`config.mk`:
```
export PLATFORM = sky130hd
export DESIGN_NAME = serial_alu
export DESIGN_NICKNAME = d
export VERILOG_FILES = /design/src/rtl/serial_alu_pkg.sv /design/src/rtl/serial_alu_digit.sv /design/src/rtl/serial_alu.sv
export SDC_FILE = /design/constraint.sdc
export NUM_CORES = 1
export LEC_CHECK = 0
export BUFFER_PORTS_ARGS = -buffer_cell sky130_fd_sc_hd__buf_4
export CAP_MARGIN = 0
export CORE_UTILIZATION = 59
export DETAILED_ROUTE_END_ITERATION = 10
export GPL_ROUTABILITY_DRIVEN = 0
export PLACE_DENSITY = 0.84
export SYNTH_ARGS = -nofsm -noshare
export SYNTH_HDL_FRONTEND = slang
export SYNTH_HIERARCHICAL = 1
export SYNTH_SLANG_ARGS = --single-unit
```
`constraint.sdc`:
```
create_clock -name clk -period 5.7 [get_ports clk]
set_input_delay 0 -clock clk [delete_from_list [all_inputs] [get_ports clk]]
set_output_delay 0 -clock clk [all_outputs]
set_load 0.02 [all_outputs]
```
`src/rtl/serial_alu_pkg.sv`:
```
// Shared definitions for the digit-serial ALU: opcode encoding, FSM state
// encoding and a small opcode-classification helper.
package serial_alu_pkg;

    localparam logic [2:0] OP_AND  = 3'b000;
    localparam logic [2:0] OP_OR   = 3'b001;
    localparam logic [2:0] OP_XOR  = 3'b010;
    localparam logic [2:0] OP_NAND = 3'b011;
    localparam logic [2:0] OP_NOR  = 3'b100;
    localparam logic [2:0] OP_XNOR = 3'b101;
    localparam logic [2:0] OP_ADD  = 3'b110;
    localparam logic [2:0] OP_SUB  = 3'b111;

    localparam logic [0:0] ST_IDLE = 1'b0;
    localparam logic [0:0] ST_RUN  = 1'b1;

    // ADD and SUB are the only opcodes that produce a meaningful carry.
    function automatic logic is_arith(input logic [2:0] op);
        return op[2] & op[1];
    endfunction

endpackage

```
`src/rtl/serial_alu_digit.sv`:
```
// One DIGIT-bit slice of the ALU: a bitwise logic op, or an add with carry
// in/out where SUB is formed as A + ~B with the carry preloaded to 1.
module serial_alu_digit
    import serial_alu_pkg::*;
#(
    parameter int DIGIT = 1
) (
    input  logic [2:0]       opcode_i,
    input  logic [DIGIT-1:0] a_i,
    input  logic [DIGIT-1:0] b_i,
    input  logic             carry_i,
    output logic [DIGIT-1:0] res_o,
    output logic             carry_o
);

    logic [DIGIT:0] sum;

    // NOTE: every output of a combinational block gets a default first, so no
    // path through the case can leave a signal unassigned and infer a latch.
    always_comb begin
        sum     = '0;
        res_o   = '0;
        carry_o = 1'b0;
        case (opcode_i)
            OP_AND:  res_o = a_i & b_i;
            OP_OR:   res_o = a_i | b_i;
            OP_XOR:  res_o = a_i ^ b_i;
            OP_NAND: res_o = ~(a_i & b_i);
            OP_NOR:  res_o = ~(a_i | b_i);
            OP_XNOR: res_o = ~(a_i ^ b_i);
            OP_ADD: begin
                sum     = {1'b0, a_i} + {1'b0, b_i} + {{DIGIT{1'b0}}, carry_i};
                res_o   = sum[DIGIT-1:0];
                carry_o = sum[DIGIT];
            end
            OP_SUB: begin
                sum     = {1'b0, a_i} + {1'b0, ~b_i} + {{DIGIT{1'b0}}, carry_i};
                res_o   = sum[DIGIT-1:0];
                carry_o = sum[DIGIT];
            end
            default: ;
        endcase
    end

endmodule

```
`src/rtl/serial_alu.sv`:
```
// Digit-serial ALU: latches operands on start, then produces DIGIT result
// bits per cycle, LSB digit first, and pulses done with the result flags.
module serial_alu
    import serial_alu_pkg::*;
#(
    parameter int WIDTH = 8,
    parameter int DIGIT = 1
) (
    input  logic             clk,
    input  logic             rst,
    input  logic             start,
    input  logic             abort,
    input  logic [2:0]       opcode,
    input  logic [WIDTH-1:0] A,
    input  logic [WIDTH-1:0] B,
    output logic [WIDTH-1:0] C,
    output logic             busy,
    output logic             done,
    output logic             carry_out,
    output logic             zero
);

    localparam int N  = WIDTH / DIGIT;
    localparam int IW = (N > 1) ? $clog2(N) : 1;

    if (DIGIT < 1 || (WIDTH % DIGIT) != 0) begin : g_param_check
        $error("serial_alu: WIDTH must be a positive multiple of DIGIT");
    end

    logic [0:0]       state_q, state_d;
    logic [IW-1:0]    idx_q, idx_d;
    logic             carry_q, carry_d;
    logic [2:0]       op_q, op_d;
    logic [WIDTH-1:0] a_q, a_d, b_q, b_d, c_q, c_d;
    logic             done_q, done_d, co_q, co_d, zero_q, zero_d;

    logic [DIGIT-1:0] dig_res;
    logic             dig_carry;

    serial_alu_digit #(.DIGIT(DIGIT)) u_digit (
        .opcode_i (op_q),
        .a_i      (a_q[int'(idx_q)*DIGIT +: DIGIT]),
        .b_i      (b_q[int'(idx_q)*DIGIT +: DIGIT]),
        .carry_i  (carry_q),
        .res_o    (dig_res),
        .carry_o  (dig_carry)
    );

    always_comb begin
        state_d = state_q;
        idx_d   = idx_q;
        carry_d = carry_q;
        op_d    = op_q;
        a_d     = a_q;
        b_d     = b_q;
        c_d     = c_q;
        done_d  = 1'b0;
        co_d    = co_q;
        zero_d  = zero_q;
        case (state_q)
            ST_IDLE: begin
                if (start && !abort) begin
                    a_d     = A;
                    b_d     = B;
                    op_d    = opcode;
                    idx_d   = '0;
                    carry_d = (opcode == OP_SUB);
                    state_d = ST_RUN;
                end
            end
            ST_RUN: begin
                // Abort leaves C partially written and the flags untouched.
                if (abort) begin
                    state_d = ST_IDLE;
                end else begin
                    c_d[int'(idx_q)*DIGIT +: DIGIT] = dig_res;
                    carry_d = dig_carry;
                    idx_d   = idx_q + 1'b1;
                    if (idx_q == IW'(N - 1)) begin
                        state_d = ST_IDLE;
                        idx_d   = '0;
                        done_d  = 1'b1;
                        zero_d  = (c_d == '0);
                        co_d    = is_arith(op_q) ? dig_carry : 1'b0;
                    end
                end
            end
            default: state_d = ST_IDLE;
        endcase
    end

    // NOTE: state registers use non-blocking assignments so every flop samples
    // the pre-edge value of the others, independent of statement order.
    always_ff @(posedge clk) begin
        if (rst) begin
            state_q <= ST_IDLE;
            idx_q   <= '0;
            carry_q <= 1'b0;
            op_q    <= '0;
            a_q     <= '0;
            b_q     <= '0;
            c_q     <= '0;
            done_q  <= 1'b0;
            co_q    <= 1'b0;
            zero_q  <= 1'b0;
        end else begin
            state_q <= state_d;
            idx_q   <= idx_d;
            carry_q <= carry_d;
            op_q    <= op_d;
            a_q     <= a_d;
            b_q     <= b_d;
            c_q     <= c_d;
            done_q  <= done_d;
            co_q    <= co_d;
            zero_q  <= zero_d;
        end
    end

    assign C         = c_q;
    assign busy      = (state_q == ST_RUN);
    assign done      = done_q;
    assign carry_out = co_q;
    assign zero      = zero_q;

endmodule

```
==> flow_summary_export.csv, run 1 <==
group,metric,value,unit
grt,grt_overflow,0,
timing,timing.final.ws_setup,2.01,ns
logic_synthesis,synth_flop_cell,"dfxtp_1",
die,design.die.area,0.00355,sq mm
drt,post_drt_wl_per_cell,13.7,microns
die,num_io_pins,35,
setup_path,crit_type,"flop to flop",
timing,skew,0.00491,ns
timing,timing.final.crit_share,64.7,%
setup_path,end_kind,"flop",
pwr,p_leak,0.985,nW
timing,setup_viol,0,
drt,firstDrtPassIters,5,
placed_design,post-place-cells,301,
logic_synthesis,synth_seq_cells,35,
cells_and_area,finalNonFillerCells,328,
logic_synthesis,synth_area,0.00196,sq mm
die,die_w,59.6,microns
timing,maxSlewViolCount,0,
timing,timing.final.hold_violations,0,
clock_network,cts.clk_slew.worst_paths,0.11,ns
cells_and_area,area_growth,24.5,%
clock_network,cts-buffers-inserted,5,
die,core_area,0.00310,sq mm
drt,initialDrtViolationCount,101,
drt,postRouteAntennaNets,0,
setup_path,crit_top_cell,"nand2_1",
grt,track_usage,28.7,%
die,die_h,59.6,microns
placed_design,hpwl,2900,microns
status,status,"finished clean",
grt,grt_pass1_vias,1696,
pwr,peakVddDrop,0.000176,V
cells_and_area,final_common_cell,"nand2_1",
cells_and_area,insertedDiodeCount,0,
clock_network,ctsResizeCount,0,
logic_synthesis,synth_edf_count,0,
timing,period_needed,3.69,ns
setup_path,worstPathArrival,3.98,ns
logic_synthesis,synth_async_sr_flop_share,0,%
timing,worst_pin_slew,0.688,ns
logic_synthesis,synthXorXnorAreaFrac,0.448,%
setup_path,max_stage_delay,0.69,ns
cells_and_area,layout-drive-gt1-share,17.3,%
drt,vias,1823,
logic_synthesis,synth-simple-area-share,26.3,%
clock_network,clockBufferDepth,2,
grt,grt_max_degree,36,
clock_network,htreeDepth,2,
logic_synthesis,synth.avg_cell_area,8.33,sq um
cells_and_area,fin_util,78.5,%
setup_path,cp_data_required_time,6.00,ns
timing,setup-tns-final,0,ns
clock_network,cts.sinks,35,
flow_run,drv_cap,0,
timing,fmax,271,MHz
die,initial_core_util,63.1,%
pwr,p_per_area,192,mW/mm^2
setup_path,critPathSlowestCell,"dfxtp_1",
drt,drt-total-wl,4490,microns
clock_network,post_cts_buffers,0,
timing,whs,0.0421,ns
clock_network,insertion_delay,0.34,ns
cells_and_area,final_cell_mix,"59 x nand2_1, 35 x dfxtp_1, 34 x buf_4, 26 x nor2_1, 26 x a21oi_1",
placed_design,place_ws,2.04,ns
logic_synthesis,yosys.area_share.adder,8.44,%
drt,drc_errors,0,
logic_synthesis,muxShareOfSynthArea,8.44,%
setup_path,crit_chain,"mux4_1 -> nand2_1 -> nand2_1 -> fa_1 -> xor2_1 -> a22o_1 -> o21ai_2 -> nand2_1 -> nand4bb_1 -> inv_1 -> o32a_1 -> nor4_1 -> a32o_1",
clock_network,cts_tree,"done",
logic_synthesis,syn_inst,235,
min_path,hold_path_class,"primary input to flop",
logic_synthesis,ys_types,44,
clock_network,cts_root_buf,"clkbuf_4",
logic_synthesis,seq_area_frac_synth,35.8,%
die,row_count,20,
logic_synthesis,synth_top_family_by_area,"simple AND/OR/NAND/NOR gates",
drt,avgViaCountPerCell,5.56,
logic_synthesis,yosysWarnings,6,
grt,grt_pass1_wl,7440,microns
cells_and_area,final_net_count,318,
setup_path,cp-start-kind,"flop",
logic_synthesis,syn-num-nets,270,
logic_synthesis,synth-compound-area-share,15.0,%
grt,antenna_found_initial,0,
timing,slew_headroom,54.2,%
placed_design,place.port_buffers,34,
clock_network,cts_hold_repair.buffers,19,
timing,rsz0062_at_grt,"false",
setup_path,path_max_fanout,15,
-- cell type report --
cell class              instances  area (sq um)
flip-flops and latches         35           701
fillers                       220           667
clock inverters                 3          20.0
clock buffers                   5          37.5
inverters                       8          30.0
multi-input cells             180          1150
repair buffers                 53           445
well taps                      44          55.1
-- layer usage --
| metal | part of all wire, % | vias up | GRT usage (%) |
|---|---|---|---|
| met1 | 43 | 851 | 34.5 |
| met2 | 50 | 56 | 46.5 |
| met4 | 2.3 | 0 | 13.0 |
| met5 | 0 | - | 0 |
| met3 | 4.5 | 15 | 9.39 |
| li1 | - | 901 | - |
-- flip-flops by register name, indices dropped and copies added (netlist names) --
| register | cells |
|---|---|
| C | 8 |
| b_q | 8 |
| carry_q | 1 |
| busy | 1 |
| zero | 1 |
| carry_out | 1 |
| op_q | 3 |
| done | 1 |
| idx_q | 3 |
| a_q | 8 |
-- power by group --
group	switching, mW	total [mW]	internal (mW)
combinational	0.0348	0.0714	0.0366
sequential	0.00698	0.259	0.252
clock	0.0902	0.137	0.0470
-- per-stage QoR --
step	power, mW	instance area [sq um]
2_1_floorplan	0.303	1960
6_report	0.467	2440
3_3_place_gp	0.321	2190
5_1_grt	0.489	2440
3_5_place_dp	0.323	2190
4_1_cts	0.465	2440
-- worst paths after layout --
check / from / end / slack (ns) / cells after the start
max reg2reg: idx_q[0] / zero / 2.01 / 13
min: rst / idx_q[2] / 0.04 / 2
min reg2reg: a_q[6] / a_q[6] / 0.46 / 2
max: idx_q[0] / zero / 2.01 / 13
-- cell usage after synthesis (2+ instances only) --
| cell | n | area, sq um |
|---|---|---|
| a21oi_1 | 26 | 130 |
| a22oi_1 | 5 | 37.5 |
| a32oi_1 | 2 | 17.5 |
| buf_6 | 3 | 33.8 |
| clkbuf_1 | 7 | 26.3 |
| dfxtp_1 | 35 | 701 |
| fa_1 | 2 | 40.0 |
| ha_1 | 10 | 125 |
| inv_1 | 8 | 30.0 |
| mux2i_1 | 6 | 60.1 |
| mux4_1 | 4 | 105 |
| nand2_1 | 59 | 221 |
| nand2b_1 | 3 | 18.8 |
| nand3b_1 | 3 | 22.5 |
| nand4_1 | 2 | 12.5 |
| nor2_1 | 26 | 97.6 |
| nor2b_1 | 3 | 18.8 |
| nor3_1 | 3 | 15.0 |
| nor3b_1 | 2 | 15.0 |
| nor4_1 | 2 | 12.5 |
-- logic make-up after synthesis --
| group | count (synthesis) |
|---|---|
| buffers and inverters | 20 |
| DFF | 35 |
| muxes | 10 |
| adders and majority gates | 12 |
| AOI/OAI and AO/OA | 45 |
| xor gates and xnor gates | 1 |
| and+or+nand+nor | 112 |
-- worst max-delay path, delay by kind of cell, from the launching register on --
| kind | cells | cell delay (ns) |
|---|---|---|
| AND/OR/NAND/NOR | 5 | 0.73 |
| adder cells (fa/ha/maj) | 1 | 0.52 |
| buffers and inverters | 1 | 0.07 |
| XOR/XNOR | 1 | 0.16 |
| AO/OA/AOI/OAI | 4 | 0.83 |
| multiplexers | 1 | 0.62 |
| flip-flops | 1 | 0.69 |
Note: power is estimated with default switching activity, not from simulation.
==> inputs of run 2 (changes only) <==
--- a/config.mk
+++ b/config.mk
@@ -7,10 +7,10 @@
 export LEC_CHECK = 0
 export BUFFER_PORTS_ARGS = -buffer_cell sky130_fd_sc_hd__buf_4
 export CAP_MARGIN = 0
-export CORE_UTILIZATION = 59
+export CORE_UTILIZATION = 50
 export DETAILED_ROUTE_END_ITERATION = 10
 export GPL_ROUTABILITY_DRIVEN = 0
-export PLACE_DENSITY = 0.84
+export PLACE_DENSITY = 0.76
 export SYNTH_ARGS = -nofsm -noshare
 export SYNTH_HDL_FRONTEND = slang
 export SYNTH_HIERARCHICAL = 1
==> constraint.sdc (replaced) <==
create_clock -name clk -period 3.15 [get_ports clk]
set_input_delay 0 -clock clk [delete_from_list [all_inputs] [get_ports clk]]
set_output_delay 0 -clock clk [all_outputs]
set_load 0.02 [all_outputs]
==> flow_summary_export.csv, run 2 (same netlist as run 1, synthesis figures left out) <==
group,metric,value,unit
clock_network,cts.clk_slew.worst_paths,0.07,ns
setup_path,end_kind,"flop",
clock_network,cts.sinks,35,
grt,grt_pass1_wl,7620,microns
setup_path,crit_type,"flop to flop",
setup_path,r2r_slack,0.02,ns
grt,antenna_found_initial,0,
setup_path,crit_top_cell,"nand2_2",
setup_path,cp_data_required_time,3.39,ns
cells_and_area,final_cell_mix,"54 x nand2_1, 41 x buf_4, 34 x dfxtp_1, 26 x nor2_1, 26 x a21oi_1",
clock_network,cts_tree,"done",
die,die_w,64.6,microns
setup_path,cp_top_family,"compound AO/OA/AOI/OAI gates",
pwr,power,0.933,mW
pwr,p_leak,1.02,nW
timing,rsz0062_at_grt,"true",
drt,vias,1795,
status,status,"finished clean",
timing,skew,0.00769,ns
die,row_count,22,
setup_path,r2r-start,"idx_q[0]",
grt,grt_max_degree,36,
cells_and_area,area_growth,29.5,%
timing,worst_pin_slew,0.665,ns
placed_design,place.port_buffers,34,
setup_path,path_max_fanout,5,
timing,timing.final.crit_share,99.3,%
drt,post_drt_wl_per_cell,12.7,microns
setup_path,crit_chain,"mux4_2 -> nand2_2 -> nand2_4 -> fa_1 -> xor2_1 -> a22o_1 -> o21ai_2 -> nand2_2 -> nand4bb_1 -> inv_1 -> o32a_1 -> nor4_1 -> a32o_1",
die,num_io_pins,35,
drt,postRouteAntennaNets,0,
grt,track_usage,23.6,%
clock_network,cts_root_buf,"clkbuf_8",
timing,timing.final.hold_violations,0,
cells_and_area,final_net_count,325,
setup_path,critPathSlowestCell,"mux4_2",
min_path,hold_path_class,"primary input to flop",
min_path,min_path_cells,2,
cells_and_area,final_common_cell,"nand2_1",
die,core_area,0.00372,sq mm
timing,setup_viol,0,
setup_path,max_stage_delay,0.51,ns
cells_and_area,insertedDiodeCount,0,
clock_network,insertion_delay,0.29,ns
clock_network,cts-buffers-inserted,5,
die,die_h,64.6,microns
grt,grt_overflow,0,
clock_network,clockBufferDepth,2,
grt,grt_pass1_vias,1806,
setup_path,worst-path-buf-inv,1,
setup_path,reg2reg_to,"zero",
drt,initialDrtViolationCount,69,
pwr,peakVddDrop,0.000271,V
flow_run,drv_cap,0,
clock_network,htreeDepth,2,
timing,period_needed,3.13,ns
timing,fmax,320,MHz
drt,firstDrtPassIters,5,
timing,setup-tns-final,0,ns
drt,drc_errors,0,
drt,avgViaCountPerCell,5.29,
pwr,p_per_area,368,mW/mm^2
timing,maxSlewViolCount,0,
setup_path,cp-start-kind,"flop",
die,design.die.area,0.00417,sq mm
setup_path,reg2reg_depth,13,
placed_design,hpwl,2930,microns
drt,drt-total-wl,4310,microns
cells_and_area,layout-drive-gt1-share,22.3,%
min_path,hold_start,"rst",
timing,slew_headroom,55.7,%
die,initial_core_util,52.7,%
setup_path,worstPathArrival,3.36,ns
min_path,whs_endpoint,"C[6]",
run 2: cell count changes in the layout (fill, tap and decap cells not counted):
| cell | change |
|---|---|
| nand2_2 | +4 |
| clkinvlp_4 | -2 |
| mux4_2 | +4 |
| buf_4 | +7 |
| dfxtp_4 | +1 |
| nand2_4 | +1 |
| clkbuf_1 | +1 |
| nand2_1 | -5 |
| clkbuf_8 | +6 |
| mux4_1 | -4 |
| clkbuf_4 | -5 |
| dfxtp_1 | -1 |
run 2: what timing repair did:
action	CTS	global route
setup buffers	0	3
gates resized for setup	0	6
endpoints found under the hold margin	19	0
hold buffers	19	0
setup endpoints to repair	0	2
run 2: per-stage QoR:
stage / instance area, sq um / util [%] / setup slack [ns] / cells / hold slack [ns]
floorplan: 1960 / - / 0.0224 / 235 / 0.132
global placement: 2220 / 59.9 / 0.0666 / 309 / 0.247
detailed placement: 2220 / 59.9 / -0.00300 / 309 / 0.258
CTS: 2510 / 67.4 / 0.00860 / 336 / 0.0984
global route: 2530 / 68.2 / -0.143 / 339 / 0.120
finish: 2530 / 68.2 / 0.0212 / 339 / 0.0980
run 2: cell type report:
cell class / instances / area, sq um
clock buffer: 7 / 86.3
clock inverter: 1 / 5.00
fill: 315 / 1180
inverter: 8 / 30.0
multi-input combinational: 180 / 1150
sequential: 35 / 704
tap: 48 / 60.1
timing repair buffer: 60 / 498
run 2: worst register-to-register path, cell delays in order, from the launching register on:
cell and delay (ns):
dfxtp_4 0.39, mux4_2 0.51, nand2_2 0.10, nand2_4 0.06
fa_1 0.48, xor2_1 0.15, a22o_1 0.23, o21ai_2 0.15
nand2_2 0.08, nand4bb_1 0.15, inv_1 0.07, o32a_1 0.27
nor4_1 0.28, a32o_1 0.16
run 2: how the worst max path moves through the flow:
stage,startpoint,to,slack [ns],cells past startpoint
floorplan,idx_q[0],zero,0.02,14
global placement,idx_q[0],zero,0.07,13
detailed placement,idx_q[0],zero,-0.003,13
CTS,idx_q[0],zero,0.009,13
global route,idx_q[0],zero,-0.14,13
finish,idx_q[0],zero,0.02,13
run 2: per-layer routing:
| layer | up-vias | GRT usage [%] | wire, microns |
|---|---|---|---|
| met1 | 842 | 26.7 | 1940 |
| met2 | 34 | 41.7 | 2160 |
| met3 | 6 | 5.63 | 137 |
| met5 | - | 0 | 0 |
| li1 | 913 | - | - |
| met4 | 0 | 10.6 | 61 |
run 2: power breakdown:
part	internal, mW	switching [mW]	total, mW
Combinational	0.0715	0.0638	0.135
Sequential	0.455	0.0115	0.466
Clock	0.176	0.155	0.332
